File: src/rtl/reg_wb_arbiter_pkg.sv
// CpuPkg: shared CPU types for the register-file write-port controller.
//   type_RegAddr : 5-bit architectural register index
//   type_CpuData : 32-bit register value
//   REG_ZERO     : index of x0, which is never written
//   type_WbReq   : one writeback request bus {Rd, Data}
//   type_WbGrant : which writeback source owns the write port this cycle
package CpuPkg;

   typedef logic [4:0]  type_RegAddr;
   typedef logic [31:0] type_CpuData;

   localparam type_RegAddr REG_ZERO = 5'd0;

   typedef struct packed {
      type_RegAddr Rd;
      type_CpuData Data;
   } type_WbReq;

   typedef enum logic [1:0] {
      GNT_NONE = 2'd0,
      GNT_SRC0 = 2'd1,
      GNT_SRC1 = 2'd2
   } type_WbGrant;

endpackage

File: src/rtl/reg_wb_arbiter_scoreboard.sv
// reg_scoreboard: busy-bit vector for destinations owned by in-flight
// long-latency ops.
//   clk, rstn        : clock, asynchronous active-low reset (clears all bits)
//   setEn / setIdx   : mark a register busy at the next edge
//   clrEn / clrIdx   : release a register at the next edge (set wins on a tie)
//   rs1/rs2, qIdx    : combinational lookup indices
//   rs1Busy/rs2Busy/qBusy : current busy bits for those indices
module reg_scoreboard
   import CpuPkg::*;
(
   input  logic        clk,
   input  logic        rstn,
   input  logic        setEn,
   input  type_RegAddr setIdx,
   input  logic        clrEn,
   input  type_RegAddr clrIdx,
   input  type_RegAddr rs1,
   input  type_RegAddr rs2,
   input  type_RegAddr qIdx,
   output logic        rs1Busy,
   output logic        rs2Busy,
   output logic        qBusy
);

   logic [31:0] busy;
   logic [31:0] busyNext;

   always_comb begin
      busyNext = busy;
      if (clrEn) busyNext[clrIdx] = 1'b0;
      // Applied after the clear so a same-cycle set of the same index wins.
      if (setEn) busyNext[setIdx] = 1'b1;
      busyNext[REG_ZERO] = 1'b0;
   end

   always_ff @(posedge clk or negedge rstn) begin
      if (!rstn) busy <= '0;
      else       busy <= busyNext;
   end

   assign rs1Busy = busy[rs1];
   assign rs2Busy = busy[rs2];
   assign qBusy   = busy[qIdx];

endmodule

File: src/rtl/reg_wb_arbiter.sv
// reg_wb_arbiter: single write-port controller for the 32x32 register file.
// Arbitrates between pipeline writeback (src0) and long-latency writeback
// (src1) with a starvation guard, drives a registered write port, and tracks
// busy destinations so decode can stall on RAW/WAW hazards.
//   clk, rstn                     : clock, asynchronous active-low reset
//   issueValid/issueRd/issueReady : long-latency issue; stalls on busy rd
//   rs1/rs2 -> rs1Busy/rs2Busy    : decode source hazard lookup
//   wb0Valid/wb0Rd/wb0Data/wb0Ready : pipeline writeback handshake
//   wb1Valid/wb1Rd/wb1Data/wb1Ready : long-latency writeback handshake
//   rfWe/rfRd/rfData              : register file write port (1-cycle latency)
module reg_wb_arbiter
   import CpuPkg::*;
#(
   parameter int unsigned STARVE_LIMIT = 4
) (
   input  logic        clk,
   input  logic        rstn,
   input  logic        issueValid,
   input  type_RegAddr issueRd,
   output logic        issueReady,
   input  type_RegAddr rs1,
   input  type_RegAddr rs2,
   output logic        rs1Busy,
   output logic        rs2Busy,
   input  logic        wb0Valid,
   input  type_RegAddr wb0Rd,
   input  type_CpuData wb0Data,
   output logic        wb0Ready,
   input  logic        wb1Valid,
   input  type_RegAddr wb1Rd,
   input  type_CpuData wb1Data,
   output logic        wb1Ready,
   output logic        rfWe,
   output type_RegAddr rfRd,
   output type_CpuData rfData
);

   localparam logic [3:0] LIMIT = 4'(STARVE_LIMIT);

   type_WbReq   req0;
   type_WbReq   req1;
   type_WbReq   winReq;
   type_WbGrant grant;
   logic [3:0]  starveCnt;
   logic [3:0]  starveNext;
   logic        issueBusy;
   logic        issueSet;

   assign req0 = '{Rd: wb0Rd, Data: wb0Data};
   assign req1 = '{Rd: wb1Rd, Data: wb1Data};

   always_comb begin
      grant  = GNT_NONE;
      winReq = req0;
      if (wb1Valid && (!wb0Valid || starveCnt == LIMIT)) begin
         grant  = GNT_SRC1;
         winReq = req1;
      end else if (wb0Valid) begin
         grant = GNT_SRC0;
      end
   end

   assign wb0Ready = (grant == GNT_SRC0);
   assign wb1Ready = (grant == GNT_SRC1);

   // Counts only cycles where src1 waits behind src0; any src1 grant or
   // src1 going idle restarts the window.
   always_comb begin
      starveNext = starveCnt;
      if (!wb1Valid || grant == GNT_SRC1)
         starveNext = '0;
      else if (grant == GNT_SRC0 && starveCnt != LIMIT)
         starveNext = starveCnt + 4'd1;
   end

   always_ff @(posedge clk or negedge rstn) begin
      if (!rstn) starveCnt <= '0;
      else       starveCnt <= starveNext;
   end

   // Write register: rd/data follow every grant (x0 included), the enable
   // only for non-zero destinations; idle cycles hold rd/data.
   always_ff @(posedge clk or negedge rstn) begin
      if (!rstn) begin
         rfWe   <= 1'b0;
         rfRd   <= REG_ZERO;
         rfData <= '0;
      end else begin
         rfWe <= 1'b0;
         if (grant != GNT_NONE) begin
            rfWe   <= (winReq.Rd != REG_ZERO);
            rfRd   <= winReq.Rd;
            rfData <= winReq.Data;
         end
      end
   end

   assign issueReady = (issueRd == REG_ZERO) || !issueBusy;
   assign issueSet   = issueValid && issueReady && (issueRd != REG_ZERO);

   reg_scoreboard u_scoreboard (
      .clk     (clk),
      .rstn    (rstn),
      .setEn   (issueSet),
      .setIdx  (issueRd),
      .clrEn   (wb1Ready),
      .clrIdx  (wb1Rd),
      .rs1     (rs1),
      .rs2     (rs2),
      .qIdx    (issueRd),
      .rs1Busy (rs1Busy),
      .rs2Busy (rs2Busy),
      .qBusy   (issueBusy)
   );

endmodule

File: config.mk
export PLATFORM = sky130hd
export DESIGN_NAME = reg_wb_arbiter
export DESIGN_NICKNAME = d
export VERILOG_FILES = /design/src/rtl/reg_wb_arbiter_pkg.sv /design/src/rtl/reg_wb_arbiter_scoreboard.sv /design/src/rtl/reg_wb_arbiter.sv
export SDC_FILE = /design/constraint.sdc
export NUM_CORES = 1
export LEC_CHECK = 0
export CAP_MARGIN = 20
export CORE_ASPECT_RATIO = 1.4
export CORE_MARGIN = 10
export CORE_UTILIZATION = 45
export DETAILED_ROUTE_END_ITERATION = 8
export DONT_BUFFER_PORTS = 1
export HOLD_SLACK_MARGIN = 0.15
export SYNTH_ARGS = -nofsm -noshare
export SYNTH_HDL_FRONTEND = slang
export SYNTH_HIERARCHICAL = 1
export SYNTH_SLANG_ARGS = --single-unit
File: constraint.sdc
create_clock -name clk -period 2.5 [get_ports clk]
set_input_delay 0.125 -clock clk [delete_from_list [all_inputs] [get_ports clk]]
set_output_delay 0.125 -clock clk [all_outputs]
set_load 0.01 [all_outputs]
==> impl_metrics.json, run 1 <==
{
  "maxUsedRoutingLayer": "met4",
  "synth_seq_cells": 73,
  "peakVddDrop_uv": 499,
  "syn_nets": 490,
  "synth_top_cell_by_area": "dfrtp_1",
  "wl_um": 13400,
  "synth_seq_area_share_pct": 43.8,
  "crit_path_max_fanout": 34,
  "syn_avg_cell_area_um2": 10.6,
  "grt_usage_pct": 19.8,
  "timing_hold_violations_final": 0,
  "dr_total_vias": 3633,
  "synth_most_common_cell": "dfrtp_1",
  "cellPowerDensity_nw_per_um2": 692,
  "post-dp-hpwl_um": 9040,
  "cts_post_setup_buffers_inserted": 0,
  "clkSinkCount": 73,
  "dp_slack_ns": 0.0205,
  "async_flop_share_pct": 100,
  "fin_skew_ns": 0.00402,
  "worstSetupPathType": "reg -> reg",
  "worst_slack_ns": 0.130,
  "post_dp_cell_area_um2": 4190,
  "io_pins": 137,
  "grt_start_max_net_pins": 74,
  "startpoint_type": "flip-flop",
  "synth_common_cells": "73 x dfrtp_1, 64 x o21ai_0, 33 x and2_1",
  "clk_pin_slew_ns": 0.06,
  "syn_area_um2": 4170,
  "crit_chain": "inv_1 -> ha_1 -> and4b_4 -> nor2_8 -> inv_4 -> buf_6 -> a221o_1 -> dlygate4sd3_1",
  "drv_slew": 0,
  "synth_edf_count": 0,
  "post-route-drc-count": 0,
  "viasPerCell": 6.18,
  "synth_cell_types": 41,
  "start_util_pct": 46.2,
  "yosys_warnings": 6,
  "cts_tree": "done",
  "synth_compound_area_share_pct": 21.3,
  "postRouteAntennaNets": 0,
  "die_h_um": 134,
  "synth-xor-area-share_pct": 0.420,
  "drtIter0Drc": 171,
  "status": "completed",
  "slowest_delay_ns": 0.57,
  "synth_adder_area_share_pct": 0.600,
  "h-tree-depth": 3,
  "worstSkewPairLatency_ns": 0.33,
  "finalSetupTns_ns": 0,
  "met3_length_um": 1340,
  "synth_simple_gate_area_share_pct": 16.9,
  "p_total_mw": 3.75,
  "antenna_found_initial": 0,
  "synth_top_flop_cell": "dfrtp_1",
  "synth.top_cell.area_share_pct": 43.8,
  "grt_pass1_vias": 3927,
  "die_area_um2": 13600,
  "wl_met2_um": 6740,
  "gp_congestion": 0.833,
  "synth.area.top_cells": "dfrtp_1 44%, mux2i_1 7.7%, o21ai_0 7.7%",
  "critPathRequiredTime_ns": 2.70,
  "cts_made_buffers": 9,
  "end_kind": "flip-flop",
  "grt_pass1_wl_um": 21500,
  "hold_class": "in -> reg",
  "io_buffers": 0,
  "slew_headroom_pct": 57.8,
  "wl_met1_um": 5050,
  "fill_cells": 744,
  "seq_area_um2": 1830,
  "cpMaxStageDelayCell": "dlygate4sd3_1",
  "dr.pass1.iters": 4,
  "max-cap-violations": 0,
  "finalSetupViolCount": 0,
  "finalInstanceArea_um2": 5430,
  "finalCritPeriodShare_pct": 94.8,
  "wl_per_cell_um": 22.8,
  "rows": 41,
  "grt_overflow": 0,
  "rsz0062_at_grt": "false",
  "final_nets": 571,
  "root_buffer": "clkbuf_16",
  "syn_to_final_growth_pct": 30.0,
  "drive_above_1_share_pct": 8.96,
  "fp.coreArea_um2": 9030,
  "syn_inst": 394,
  "period_needed_ns": 2.37,
  "multi_input_area_um2": 2180,
  "fmax_mhz": 422,
  "synth_top_family_by_area": "compound AO/OA/AOI/OAI gates",
  "die_width_um": 101,
  "synthMuxAreaShare_pct": 12.8,
  "worstPathArrival_ns": 2.57,
  "p_leak_nw": 2.25,
  "clockBufferDepth": 2,
  "worst_pin_slew_ns": 0.626
}
## layout make-up
| class | count | share of cell area (%) |
|---|---|---|
| diodes | 1 | 0.0461 |
| clock buffers | 11 | 4.29 |
| clock inverters | 5 | 1.91 |
| inverters | 8 | 0.600 |
| multi-input cells | 293 | 40.2 |
| flip-flops and latches | 73 | 33.7 |
| well taps | 107 | 2.47 |
| repair buffers | 90 | 16.9 |
## cells by family (layout without fill, tap and decap cells)
| group | Yosys count | count (layout) |
|---|---|---|
| muxes | 41 | 41 |
| adders and majority gates | 2 | 2 |
| xor gates and xnor gates | 2 | 2 |
| and+or+nand+nor | 120 | 120 |
| DFF | 73 | 73 |
| other | 0 | 1 |
| buffers and inverters | 28 | 114 |
| AOI/OAI and AO/OA | 128 | 128 |
## path summary, 6_finish.rpt
path	start	end	slack, ns	cells past startpoint
max in group asynchronous	rstn	rfData[5]	1.86	2
max	starveCnt[0]	rfData[30]	0.13	8
min in group asynchronous	rstn	rfData[14]	0.35	2
min	wb1Rd[4]	u_scoreboard/busy[16]	0.19	3
min reg2reg	starveCnt[0]	starveCnt[0]	0.49	1
max reg2reg	starveCnt[0]	rfData[30]	0.13	8
## through the flow
stage               util, %  hold WS, ns  cells
finish                 60.1        0.189    588
global route           60.1        0.214    587
CTS                    59.9        0.174    587
detailed placement     46.4       -0.168    484
global placement       46.4       -0.168    484
floorplan                 -       -0.171    394
## sequential cells by signal, indices dropped and copies added, names as in the netlist
register           cells
rfData                32
rfRd                   5
rfWe                   1
starveCnt              4
u_scoreboard/busy     31
## repair_timing
item	in CTS	in global routing
gates resized for setup	0	3
endpoints found under the hold margin	146	0
setup endpoints to repair	0	54
hold buffers	87	0
## metal layers
layer  GRT usage [%]  up-vias
met5               0        -
met4            8.23        0
met3            7.71       18
met2            32.7      166
met1            21.9     1772
li1                -     1677
## layout by cell type, fill, tap and decap left out, types with 10 or more instances in the layout
master | netlist | layout
dlygate4sd3_1 | 0 | 86
dfrtp_1 | 73 | 73
o21ai_0 | 64 | 64
and2_1 | 33 | 33
mux2i_1 | 32 | 32
a221o_1 | 29 | 29
nor2_1 | 17 | 17
nand3_1 | 17 | 17
nand2_1 | 13 | 13
nand3b_1 | 10 | 10
## worst max-delay path, delay by kind of cell, from the launching register on
family	cells	cell delay [ns]
and+or+nand+nor	2	0.37
buffers and inverters	4	0.88
AOI/OAI and AO/OA	1	0.38
DFF	1	0.39
adders and majority gates	1	0.22
## power by group
| part | leakage [nW] | switching (mW) | internal [mW] |
|---|---|---|---|
| Combinational | 1.20 | 0.303 | 0.420 |
| Clock | 0.164 | 0.465 | 0.975 |
| Sequential | 0.894 | 0.219 | 1.37 |
Note: power is estimated with default switching activity, not from simulation.
==> run 2, diff against run 1 <==
==> constraint.sdc (replaced) <==
create_clock -name clk -period 2.6 [get_ports clk]
set_input_delay 0.13 -clock clk [delete_from_list [all_inputs] [get_ports clk]]
set_output_delay 0.13 -clock clk [all_outputs]
set_load 0.01 [all_outputs]
==> run 2 against run 1 <==
Total power decreased by 11%. Sequential share of layout area up 0.56 points. Sequential power shrank 4%. Die area unchanged. Design area down 1.6%. First-iteration DRC count shrank 6.4%. Critical path depth is 2 lower. Clock skew grew 0.0020 ns. Critical path type unchanged. Largest cell class unchanged. Largest power group unchanged. Highest routed layer unchanged.
==> impl_metrics.json, run 2 (synthesis results as in run 1) <==
{
  "clockBufferDepth": 2,
  "startpoint_type": "flip-flop",
  "die_width_um": 101,
  "crit_path_max_fanout": 7,
  "finalNonFillerCells": 585,
  "peakVddDrop_uv": 420,
  "timing_hold_violations_final": 0,
  "max-cap-violations": 0,
  "finalSetupTns_ns": 0,
  "io_pins": 137,
  "grt_pass1_vias": 3970,
  "worst_pin_slew_ns": 0.657,
  "cts_tree": "done",
  "largest_register_ffs": 32,
  "fin_skew_ns": 0.00606,
  "cellPowerDensity_nw_per_um2": 623,
  "final_common_cell": "dlygate4sd3_1",
  "syn_to_final_growth_pct": 27.8,
  "fmax_mhz": 409,
  "drive_above_1_share_pct": 8.58,
  "final_cell_mix": "86 x dlygate4sd3_1, 73 x dfrtp_1, 64 x o21ai_0",
  "end_kind": "flip-flop",
  "drtIter0Drc": 160,
  "dr.pass1.iters": 5,
  "grt_pass1_wl_um": 22000,
  "grt_usage_pct": 20.5,
  "root_buffer": "clkbuf_16",
  "postRouteAntennaNets": 0,
  "final_nets": 570,
  "start_util_pct": 46.2,
  "die_area_um2": 13600,
  "wl_um": 13700,
  "dp.cells": 483,
  "reg.largest.list": "rfData (32), u_scoreboard/busy (31), rfRd (5)",
  "fin_hold_ws_ns": 0.165,
  "slowest_delay_ns": 0.57,
  "antenna_found_initial": 0,
  "worstSetupPathType": "reg -> reg",
  "finalSetupViolCount": 0,
  "status": "completed",
  "path_buf_inv": 0,
  "drv_slew": 0,
  "fill_cells": 773,
  "dr_total_vias": 3699,
  "post-dp-hpwl_um": 9110,
  "rows": 41,
  "antenna_cells": 0,
  "postLayoutCoreUtil_pct": 59.1,
  "grt_start_max_net_pins": 74,
  "multi_input_area_um2": 2180,
  "clkSinkCount": 73,
  "gp_congestion": 0.829,
  "cts_made_buffers": 9,
  "worstPathArrival_ns": 2.69,
  "fp.coreArea_um2": 9030,
  "p_leak_nw": 2.21,
  "p_total_mw": 3.32,
  "seq_area_um2": 1830,
  "rsz0062_at_grt": "false",
  "critPathRequiredTime_ns": 2.85,
  "post-route-drc-count": 0,
  "cpMaxStageDelayCell": "or3b_2",
  "period_needed_ns": 2.44,
  "worstSkewPairLatency_ns": 0.33,
  "h-tree-depth": 3,
  "finalCritPeriodShare_pct": 94.0,
  "clk_pin_slew_ns": 0.05,
  "viasPerCell": 6.32,
  "top_register": "rfData",
  "crit_chain": "mux4_1 -> o2111ai_1 -> nand4_1 -> nor3b_2 -> or3b_2 -> o21ai_0",
  "slew_headroom_pct": 55.7,
  "wl_per_cell_um": 23.4,
  "grt_overflow": 0,
  "critPathTopFamily": "simple AND/OR/NAND/NOR gates",
  "die_h_um": 134,
  "hold_class": "in -> reg",
  "io_buffers": 0
}
## run 2: changes by cell type in the layout (fill, tap and decap cells not counted)
cell / delta
clkinvlp_4: +1
buf_6: -1
bufinv_16: -3
or3b_4: -1
diode_2: -1
clkinv_4: -1
clkbuf_8: +1
or3b_2: +1
clkinv_2: +1
## run 2: cell type report
class                   instances  share of cell area [%]
multi-input cells             293                    40.8
clock buffers                  12                    4.62
flip-flops and latches         73                    34.2
repair buffers                 89                    16.9
inverters                       8                   0.610
well taps                     107                    2.51
clock inverters                 3                   0.328
## run 2: stage by stage
step	cell area, µm²	setup slack, ns
after floorplan	4170	0.350
after CTS	5330	0.0632
final	5340	0.157
after detailed placement	4180	0.0758
after global routing	5340	0.0550
after global placement	4180	0.195
## run 2: what timing repair did
action / CTS / global route
hold buffers: 87 / 0
setup buffers: 0 / 0
setup endpoints to repair: 0 / 13
gates resized for setup: 0 / 1
endpoints found under the hold margin: 146 / 0
## run 2: worst min-delay path, cell delays in order
cell      delay, ns
nand3b_1       0.17
o21ai_0        0.09
o21ai_0        0.07
## run 2: final timing paths
kind | start | end | slack (ns) | cells after the start
min in group asynchronous | rstn | rfData[15] | 0.34 | 2
min | wb1Rd[4] | u_scoreboard/busy[14] | 0.16 | 3
max | u_scoreboard/busy[17] | u_scoreboard/busy[8] | 0.16 | 6
min reg2reg | starveCnt[0] | starveCnt[0] | 0.50 | 1
max reg2reg | u_scoreboard/busy[17] | u_scoreboard/busy[8] | 0.16 | 6
max in group asynchronous | rstn | rfRd[0] | 1.94 | 2
## run 2: routing by layer
| metal | track usage, % | routed length, µm | vias up |
|---|---|---|---|
| met5 | 0 | 0 | - |
| met4 | 9.01 | 394 | 0 |
| met3 | 8.28 | 1490 | 29 |
| met2 | 33.7 | 6900 | 189 |
| met1 | 22.5 | 4940 | 1814 |
| li1 | - | - | 1667 |
## run 2: power by group
part           internal [mW]  switching (mW)  total (mW)
sequential              1.32           0.211        1.53
clock                  0.662           0.435        1.10
combinational          0.402           0.294       0.696
